### src/rtl/fpu_out_arb_pkg.sv
// Shared FPU output-arbiter definitions: pipe indices, one-hot dest type, tid width.
package fpu_out_arb_pkg;

    localparam int unsigned FPU_TID_W = 2;
    localparam int unsigned FPU_PIPES = 3;

    localparam logic [1:0] FPU_PIPE_ADD = 2'd0;
    localparam logic [1:0] FPU_PIPE_MUL = 2'd1;
    localparam logic [1:0] FPU_PIPE_DIV = 2'd2;

    typedef logic [FPU_PIPES-1:0] fpu_dest_t;

    // Round-robin successor: add -> mul -> div -> add.
    function automatic logic [1:0] fpu_next_pipe(input logic [1:0] pipe);
        case (pipe)
            FPU_PIPE_ADD: fpu_next_pipe = FPU_PIPE_MUL;
            FPU_PIPE_MUL: fpu_next_pipe = FPU_PIPE_DIV;
            default:      fpu_next_pipe = FPU_PIPE_ADD;
        endcase
    endfunction

endpackage

### src/rtl/fpu_out_credit.sv
// CPX return-queue credit counter with saturation at CREDITS and sticky overflow error.
module fpu_out_credit #(
    parameter int unsigned CREDITS = 2
) (
    input  logic       rclk,
    input  logic       arst,
    input  logic       grant,
    input  logic       ret,
    output logic [2:0] credit_cnt,
    output logic       credit_err
);

    localparam logic [2:0] CRED_MAX = 3'(CREDITS);

    // A simultaneous grant and return cancel; a return at full is an error, not a wrap.
    always_ff @(posedge rclk or posedge arst) begin
        if (arst) begin
            credit_cnt <= CRED_MAX;
            credit_err <= 1'b0;
        end else if (grant && !ret) begin
            credit_cnt <= credit_cnt - 3'd1;
        end else if (ret && !grant) begin
            if (credit_cnt == CRED_MAX) begin
                credit_err <= 1'b1;
            end else begin
                credit_cnt <= credit_cnt + 3'd1;
            end
        end
    end

endmodule

### src/rtl/fpu_out_arb.sv
// FPU output-slot arbiter: picks div/mul/add for the shared CPX result register.
// Optional FPU_OUT_RR_EN replaces fixed div>mul>add priority with round-robin.
module fpu_out_arb
    import fpu_out_arb_pkg::*;
#(
    parameter int unsigned CREDITS    = 2,
    parameter int unsigned STARVE_MAX = 7
) (
    input  logic                 rclk,
    input  logic                 arst,
    input  logic                 div_req,
    input  logic [FPU_TID_W-1:0] div_tid,
    input  logic                 mul_req,
    input  logic [FPU_TID_W-1:0] mul_tid,
    input  logic                 add_req,
    input  logic [FPU_TID_W-1:0] add_tid,
    input  logic                 cpx_credit_ret,
    output fpu_dest_t            dest_rdy,
    output logic [FPU_TID_W-1:0] req_thread,
    output logic                 div_stall,
    output logic                 mul_stall,
    output logic                 add_stall,
    output logic                 fp_cpx_req_cq,
    output logic [2:0]           credit_cnt,
    output logic                 credit_err
);

    localparam logic [3:0] WAIT_SAT  = 4'hF;
    localparam logic [3:0] STARVE_TH = 4'(STARVE_MAX);

    fpu_dest_t  req;
    fpu_dest_t  starved;
    fpu_dest_t  cand;
    logic [3:0] wait_cnt [FPU_PIPES];
    logic       credit_ok;
    logic       grant_any;

    assign req       = {div_req, mul_req, add_req};
    assign credit_ok = (credit_cnt != 3'd0);
    assign grant_any = |dest_rdy;

    // Starved requesters, if any, are the only candidates.
    always_comb begin : starve_detect
        starved = '0;
        for (int i = 0; i < int'(FPU_PIPES); i++) begin
            starved[i] = req[i] && (wait_cnt[i] >= STARVE_TH);
        end
        cand = (|starved) ? starved : req;
    end

`ifdef FPU_OUT_RR_EN
    logic [1:0] rr_ptr;

    always_comb begin : rr_pick
        logic [1:0] pipe;
        logic       found;
        dest_rdy = '0;
        found    = 1'b0;
        pipe     = fpu_next_pipe(rr_ptr);
        for (int k = 0; k < int'(FPU_PIPES); k++) begin
            if (!found && cand[pipe]) begin
                dest_rdy[pipe] = 1'b1;
                found          = 1'b1;
            end
            pipe = fpu_next_pipe(pipe);
        end
        if (arst || !credit_ok) begin
            dest_rdy = '0;
        end
    end

    always_ff @(posedge rclk or posedge arst) begin : rr_ptr_reg
        if (arst) begin
            rr_ptr <= FPU_PIPE_ADD;
        end else if (dest_rdy[FPU_PIPE_DIV]) begin
            rr_ptr <= FPU_PIPE_DIV;
        end else if (dest_rdy[FPU_PIPE_MUL]) begin
            rr_ptr <= FPU_PIPE_MUL;
        end else if (dest_rdy[FPU_PIPE_ADD]) begin
            rr_ptr <= FPU_PIPE_ADD;
        end
    end
`else
    always_comb begin : fixed_pick
        dest_rdy = '0;
        if (cand[FPU_PIPE_DIV]) begin
            dest_rdy[FPU_PIPE_DIV] = 1'b1;
        end else if (cand[FPU_PIPE_MUL]) begin
            dest_rdy[FPU_PIPE_MUL] = 1'b1;
        end else if (cand[FPU_PIPE_ADD]) begin
            dest_rdy[FPU_PIPE_ADD] = 1'b1;
        end
        if (arst || !credit_ok) begin
            dest_rdy = '0;
        end
    end
`endif

    always_comb begin : tid_mux
        req_thread = '0;
        if (dest_rdy[FPU_PIPE_DIV]) begin
            req_thread = div_tid;
        end else if (dest_rdy[FPU_PIPE_MUL]) begin
            req_thread = mul_tid;
        end else if (dest_rdy[FPU_PIPE_ADD]) begin
            req_thread = add_tid;
        end
    end

    assign div_stall = div_req & ~dest_rdy[FPU_PIPE_DIV];
    assign mul_stall = mul_req & ~dest_rdy[FPU_PIPE_MUL];
    assign add_stall = add_req & ~dest_rdy[FPU_PIPE_ADD];

    // Wait counters freeze while out of credits: nobody is losing arbitration then.
    always_ff @(posedge rclk or posedge arst) begin : wait_ctr
        if (arst) begin
            for (int i = 0; i < int'(FPU_PIPES); i++) begin
                wait_cnt[i] <= '0;
            end
        end else begin
            for (int i = 0; i < int'(FPU_PIPES); i++) begin
                if (!req[i] || dest_rdy[i]) begin
                    wait_cnt[i] <= '0;
                end else if (credit_ok && (wait_cnt[i] != WAIT_SAT)) begin
                    wait_cnt[i] <= wait_cnt[i] + 4'd1;
                end
            end
        end
    end

    always_ff @(posedge rclk or posedge arst) begin : cq_reg
        if (arst) begin
            fp_cpx_req_cq <= 1'b0;
        end else begin
            fp_cpx_req_cq <= grant_any;
        end
    end

    fpu_out_credit #(
        .CREDITS (CREDITS)
    ) u_credit (
        .rclk       (rclk),
        .arst       (arst),
        .grant      (grant_any),
        .ret        (cpx_credit_ret),
        .credit_cnt (credit_cnt),
        .credit_err (credit_err)
    );

endmodule

### config.mk
export PLATFORM = sky130hd
export DESIGN_NAME = fpu_out_arb
export DESIGN_NICKNAME = d
export VERILOG_FILES = /design/src/rtl/fpu_out_arb_pkg.sv /design/src/rtl/fpu_out_credit.sv /design/src/rtl/fpu_out_arb.sv
export SDC_FILE = /design/constraint.sdc
export NUM_CORES = 1
export LEC_CHECK = 0
export ABC_AREA = 1
export CORE_ASPECT_RATIO = 0.9
export CORE_MARGIN = 3
export CORE_UTILIZATION = 45
export DETAILED_ROUTE_END_ITERATION = 8
export PLACE_DENSITY = 0.75
export SETUP_SLACK_MARGIN = 0.02
export SYNTH_ARGS = -nofsm -noshare
export SYNTH_HDL_FRONTEND = slang
export SYNTH_SLANG_ARGS = --single-unit
### constraint.sdc
create_clock -name rclk -period 2.2 [get_ports rclk]
set_input_delay 0.44 -clock rclk [delete_from_list [all_inputs] [get_ports rclk]]
set_output_delay 0.44 -clock rclk [all_outputs]
set_load 0.01 [all_outputs]
==> impl_metrics.sql <==
INSERT INTO impl_metrics (metric_group, metric, value, unit) VALUES
('yosys', 'synth_nets', '160', ''),
('drt', 'drt_initial_violations', '32', ''),
('power', 'power.static_leakage', '0.939', 'nW'),
('global_route', 'grt_antenna_before_repair', '0', ''),
('floorplan', 'chipWidth', '59.5', 'µm'),
('worst_setup_path', 'timing.setup.critical_path_class', 'input pin to output pin', ''),
('sta', 'tightest_slew', '0.232', 'ns'),
('cells_and_area', 'post_route_cells_drive_above_1_share', '49.8', '%'),
('floorplan', 'floorplan.initialDensity', '50.3', '%'),
('cells_and_area', 'fin_util', '80.1', '%'),
('power', 'vdd_ir_drop_max', '0.821', 'mV'),
('worst_hold_path', 'worst_hold_path_type', 'register to register', ''),
('clock_tree', 'ctsHtreeMaxLevel', '1', ''),
('global_route', 'grt_usage', '21.0', '%'),
('drt', 'number_of_antenna_violating_nets_in_the_routed_design', '0', ''),
('yosys', 'synth-seq-cells', '17', ''),
('yosys', 'netlist-cell-type-count', '24', ''),
('cells_and_area', 'nFillCells', '131', ''),
('worst_setup_path', 'worst_r2r_startpoint', 'wait_cnt[5]', ''),
('cells_and_area', 'fin_nets', '223', ''),
('worst_hold_path', 'hold_path_startpoint', 'u_credit.credit_err', ''),
('global_route', 'grt_pass1_vias', '1106', ''),
('clock_tree', 'cts-buffers-inserted', '3', ''),
('floorplan', 'fp.dieArea', '3220', 'µm²'),
('yosys', 'ys_async_sr_fraction', '100', '%'),
('power', 'power_switching_share', '40.2', '%'),
('flow_run', 'count_of_max_cap_constraint_violations', '0', ''),
('clock_tree', 'clk_transition_reported_paths', '0.09', 'ns'),
('yosys', 'yosys_most_used_dff', 'sky130_fd_sc_hd__dfrtp_1', ''),
('worst_setup_path', 'crit_required', '1.76', 'ns'),
('power', 'total_power', '1.67', 'mW'),
('floorplan', 'die-height', '54.1', 'µm'),
('sta', 'timing_max_transition_violations_final', '0', ''),
('floorplan', 'core-area', '2300', 'µm²'),
('sta', 'layout_setup_ws', '-0.159', 'ns'),
('run_status', 'violations', 'setup timing', ''),
('worst_setup_path', 'crit_path_start', 'div_req', ''),
('power', 'power.density_cell_area', '907', 'nW/µm²'),
('global_route', 'grt_max_degree', '18', ''),
('drt', 'wl_per_cell', '13.8', 'µm'),
('yosys', 'ys_top_cells_by_count', 'sky130_fd_sc_hd__inv_1, sky130_fd_sc_hd__nand2_1, sky130_fd_sc_hd__dfrtp_1, sky130_fd_sc_hd__nor2_1, sky130_fd_sc_hd__nand3_1', ''),
('yosys', 'synth-edff-count', '0', ''),
('sta', 'final-hold-violation-count', '0', ''),
('run_status', 'outcome', 'finished with violations', ''),
('sta', 'skew', '0.0148', 'ns'),
('yosys', 'synth_top_area_cell', 'sky130_fd_sc_hd__dfrtp_1', ''),
('worst_setup_path', 'r2r_setup_slack', '-0.14', 'ns'),
('worst_setup_path', 'worst_setup_path_end_kind', 'output pin', ''),
('placed_design', 'place_hpwl', '2170', 'µm'),
('clock_tree', 'tritoncts_num_sinks', '17', ''),
('floorplan', 'number_of_top_level_pins', '25', ''),
('drt', 'via_count', '1134', ''),
('yosys', 'seq_area_frac_synth', '36.8', '%'),
('drt', 'route.final.wire_length', '3170', 'µm'),
('sta', 'fin_crit_sh', '107', '%'),
('power', 'seq_power_share', '29.4', '%'),
('placed_design', 'place_congestion', '0.752', ''),
('yosys', 'post_synth.cell_area_avg', '8.22', 'µm²'),
('drt', 'vias_per_cell', '4.93', ''),
('sta', 'hold-worst-slack', '0.486', 'ns'),
('clock_tree', 'hold_buffer_count_at_cts', '0', ''),
('yosys', 'post-synth-top-area-fraction', '34.6', '%'),
('sta', 'fin_tns_setup', '-1.11', 'ns'),
('yosys', 'ys_top_cells_by_area', 'sky130_fd_sc_hd__dfrtp_1, sky130_fd_sc_hd__ha_1, sky130_fd_sc_hd__inv_1', ''),
('global_route', 'global_route_wire_length_before_repair', '4930', 'µm'),
('sta', 'setup_viol_count_final', '11', ''),
('placed_design', 'numPortBuffers', '24', ''),
('clock_tree', 'clock_latency', '0.30', 'ns'),
('yosys', 'syn_area', '1160', 'µm²'),
('sta', 'setup_repair_after_global_routing_missed_its_margin', 'true', ''),
('yosys', 'synth.most_common_cell', 'sky130_fd_sc_hd__inv_1', '');
-- power groups by stage --
stage	Sequential, mW	Combinational, mW	Clock (mW)
2_1_floorplan	0.531	0.454	0
3_3_place_gp	0.494	0.834	0
3_5_place_dp	0.501	0.881	0
4_1_cts	0.491	0.930	0.173
5_1_grt	0.505	1.13	0.197
6_report	0.492	1.01	0.169
-- registers in the layout (all words and copies together) (netlist names) --
signal and count:
u_credit.credit_err 1, fp_cpx_req_cq 1, wait_cnt 12, u_credit.credit_cnt 3
-- per-stage QoR --
stage | cells | area, µm² | setup WS [ns]
6_report | 230 | 1840 | -0.159
5_1_grt | 230 | 1840 | -0.298
4_1_cts | 224 | 1720 | -0.121
3_5_place_dp | 214 | 1640 | -0.414
3_3_place_gp | 214 | 1640 | -0.386
2_1_floorplan | 141 | 1200 | -0.0453
-- path summary, 6_finish.rpt --
| check | cells past startpoint | to |
|---|---|---|
| worst min-delay path | 1 | u_credit.credit_err |
| min in group asynchronous | 3 | fp_cpx_req_cq |
| worst max-delay path | 10 | add_stall |
| worst min register to register | 1 | u_credit.credit_err |
| max in group asynchronous | 3 | u_credit.credit_cnt[1] |
| worst max register to register | 15 | u_credit.credit_cnt[2] |
-- cells in the final DEF, fill, tap and decap left out, types with 3 or more instances in the layout --
| cell | count |
|---|---|
| sky130_fd_sc_hd__a21oi_1 | 4 |
| sky130_fd_sc_hd__buf_4 | 31 |
| sky130_fd_sc_hd__buf_6 | 10 |
| sky130_fd_sc_hd__clkbuf_4 | 3 |
| sky130_fd_sc_hd__clkdlybuf4s50_1 | 16 |
| sky130_fd_sc_hd__dfrtp_1 | 16 |
| sky130_fd_sc_hd__ha_2 | 4 |
| sky130_fd_sc_hd__inv_1 | 16 |
| sky130_fd_sc_hd__inv_2 | 10 |
| sky130_fd_sc_hd__nand2_1 | 13 |
| sky130_fd_sc_hd__nand2_2 | 14 |
| sky130_fd_sc_hd__nand2_4 | 7 |
| sky130_fd_sc_hd__nand3_1 | 7 |
| sky130_fd_sc_hd__nor2_1 | 13 |
| sky130_fd_sc_hd__nor2_2 | 3 |
| sky130_fd_sc_hd__nor2_4 | 3 |
| sky130_fd_sc_hd__o21ai_2 | 4 |
| sky130_fd_sc_hd__xor2_1 | 6 |
-- critical path, stage by stage --
cell,delay (ns)
sky130_fd_sc_hd__clkdlybuf4s50_1,0.52
sky130_fd_sc_hd__nand2_2,0.16
sky130_fd_sc_hd__inv_2,0.04
sky130_fd_sc_hd__o21bai_4,0.20
sky130_fd_sc_hd__nor2_4,0.17
sky130_fd_sc_hd__nand2_4,0.08
sky130_fd_sc_hd__buf_6,0.12
sky130_fd_sc_hd__nand2_4,0.05
sky130_fd_sc_hd__inv_2,0.03
sky130_fd_sc_hd__buf_6,0.10
-- metal layers --
metal  share of wire [%]  up-vias  track usage, %
met3                 3.4       10            5.28
met1                  39      547            23.1
li1                    -      557               -
met2                  55       20            39.5
met4                 2.5        0            6.79
met5                   0        -               0
-- what timing repair did --
action	4_1_cts	5_1_grt
cloned	0	0
endpoints found under the setup margin	11	12
pin swaps	14	20
gates resized for setup	45	21
buffers inserted	6	6
-- cells by family (layout without fill, tap and decap cells) --
logic type / after synthesis / in the layout / share of synthesized area, %
compound gates: 15 / 15 / 9.61
xor+xnor: 8 / 8 / 6.05
fa+ha+maj: 7 / 7 / 7.56
buf+inv: 28 / 90 / 9.07
flops: 17 / 17 / 36.8
simple gates: 66 / 66 / 30.9
-- layout make-up --
class,count,share of cell area [%]
Sequential cell,17,23.1
Clock buffer,4,1.42
Timing Repair Buffer,58,27.7
Inverter,28,6.04
Tap cell,27,1.83
Multi-Input combinational cell,96,39.9
Power figures use the tool's default switching activity.
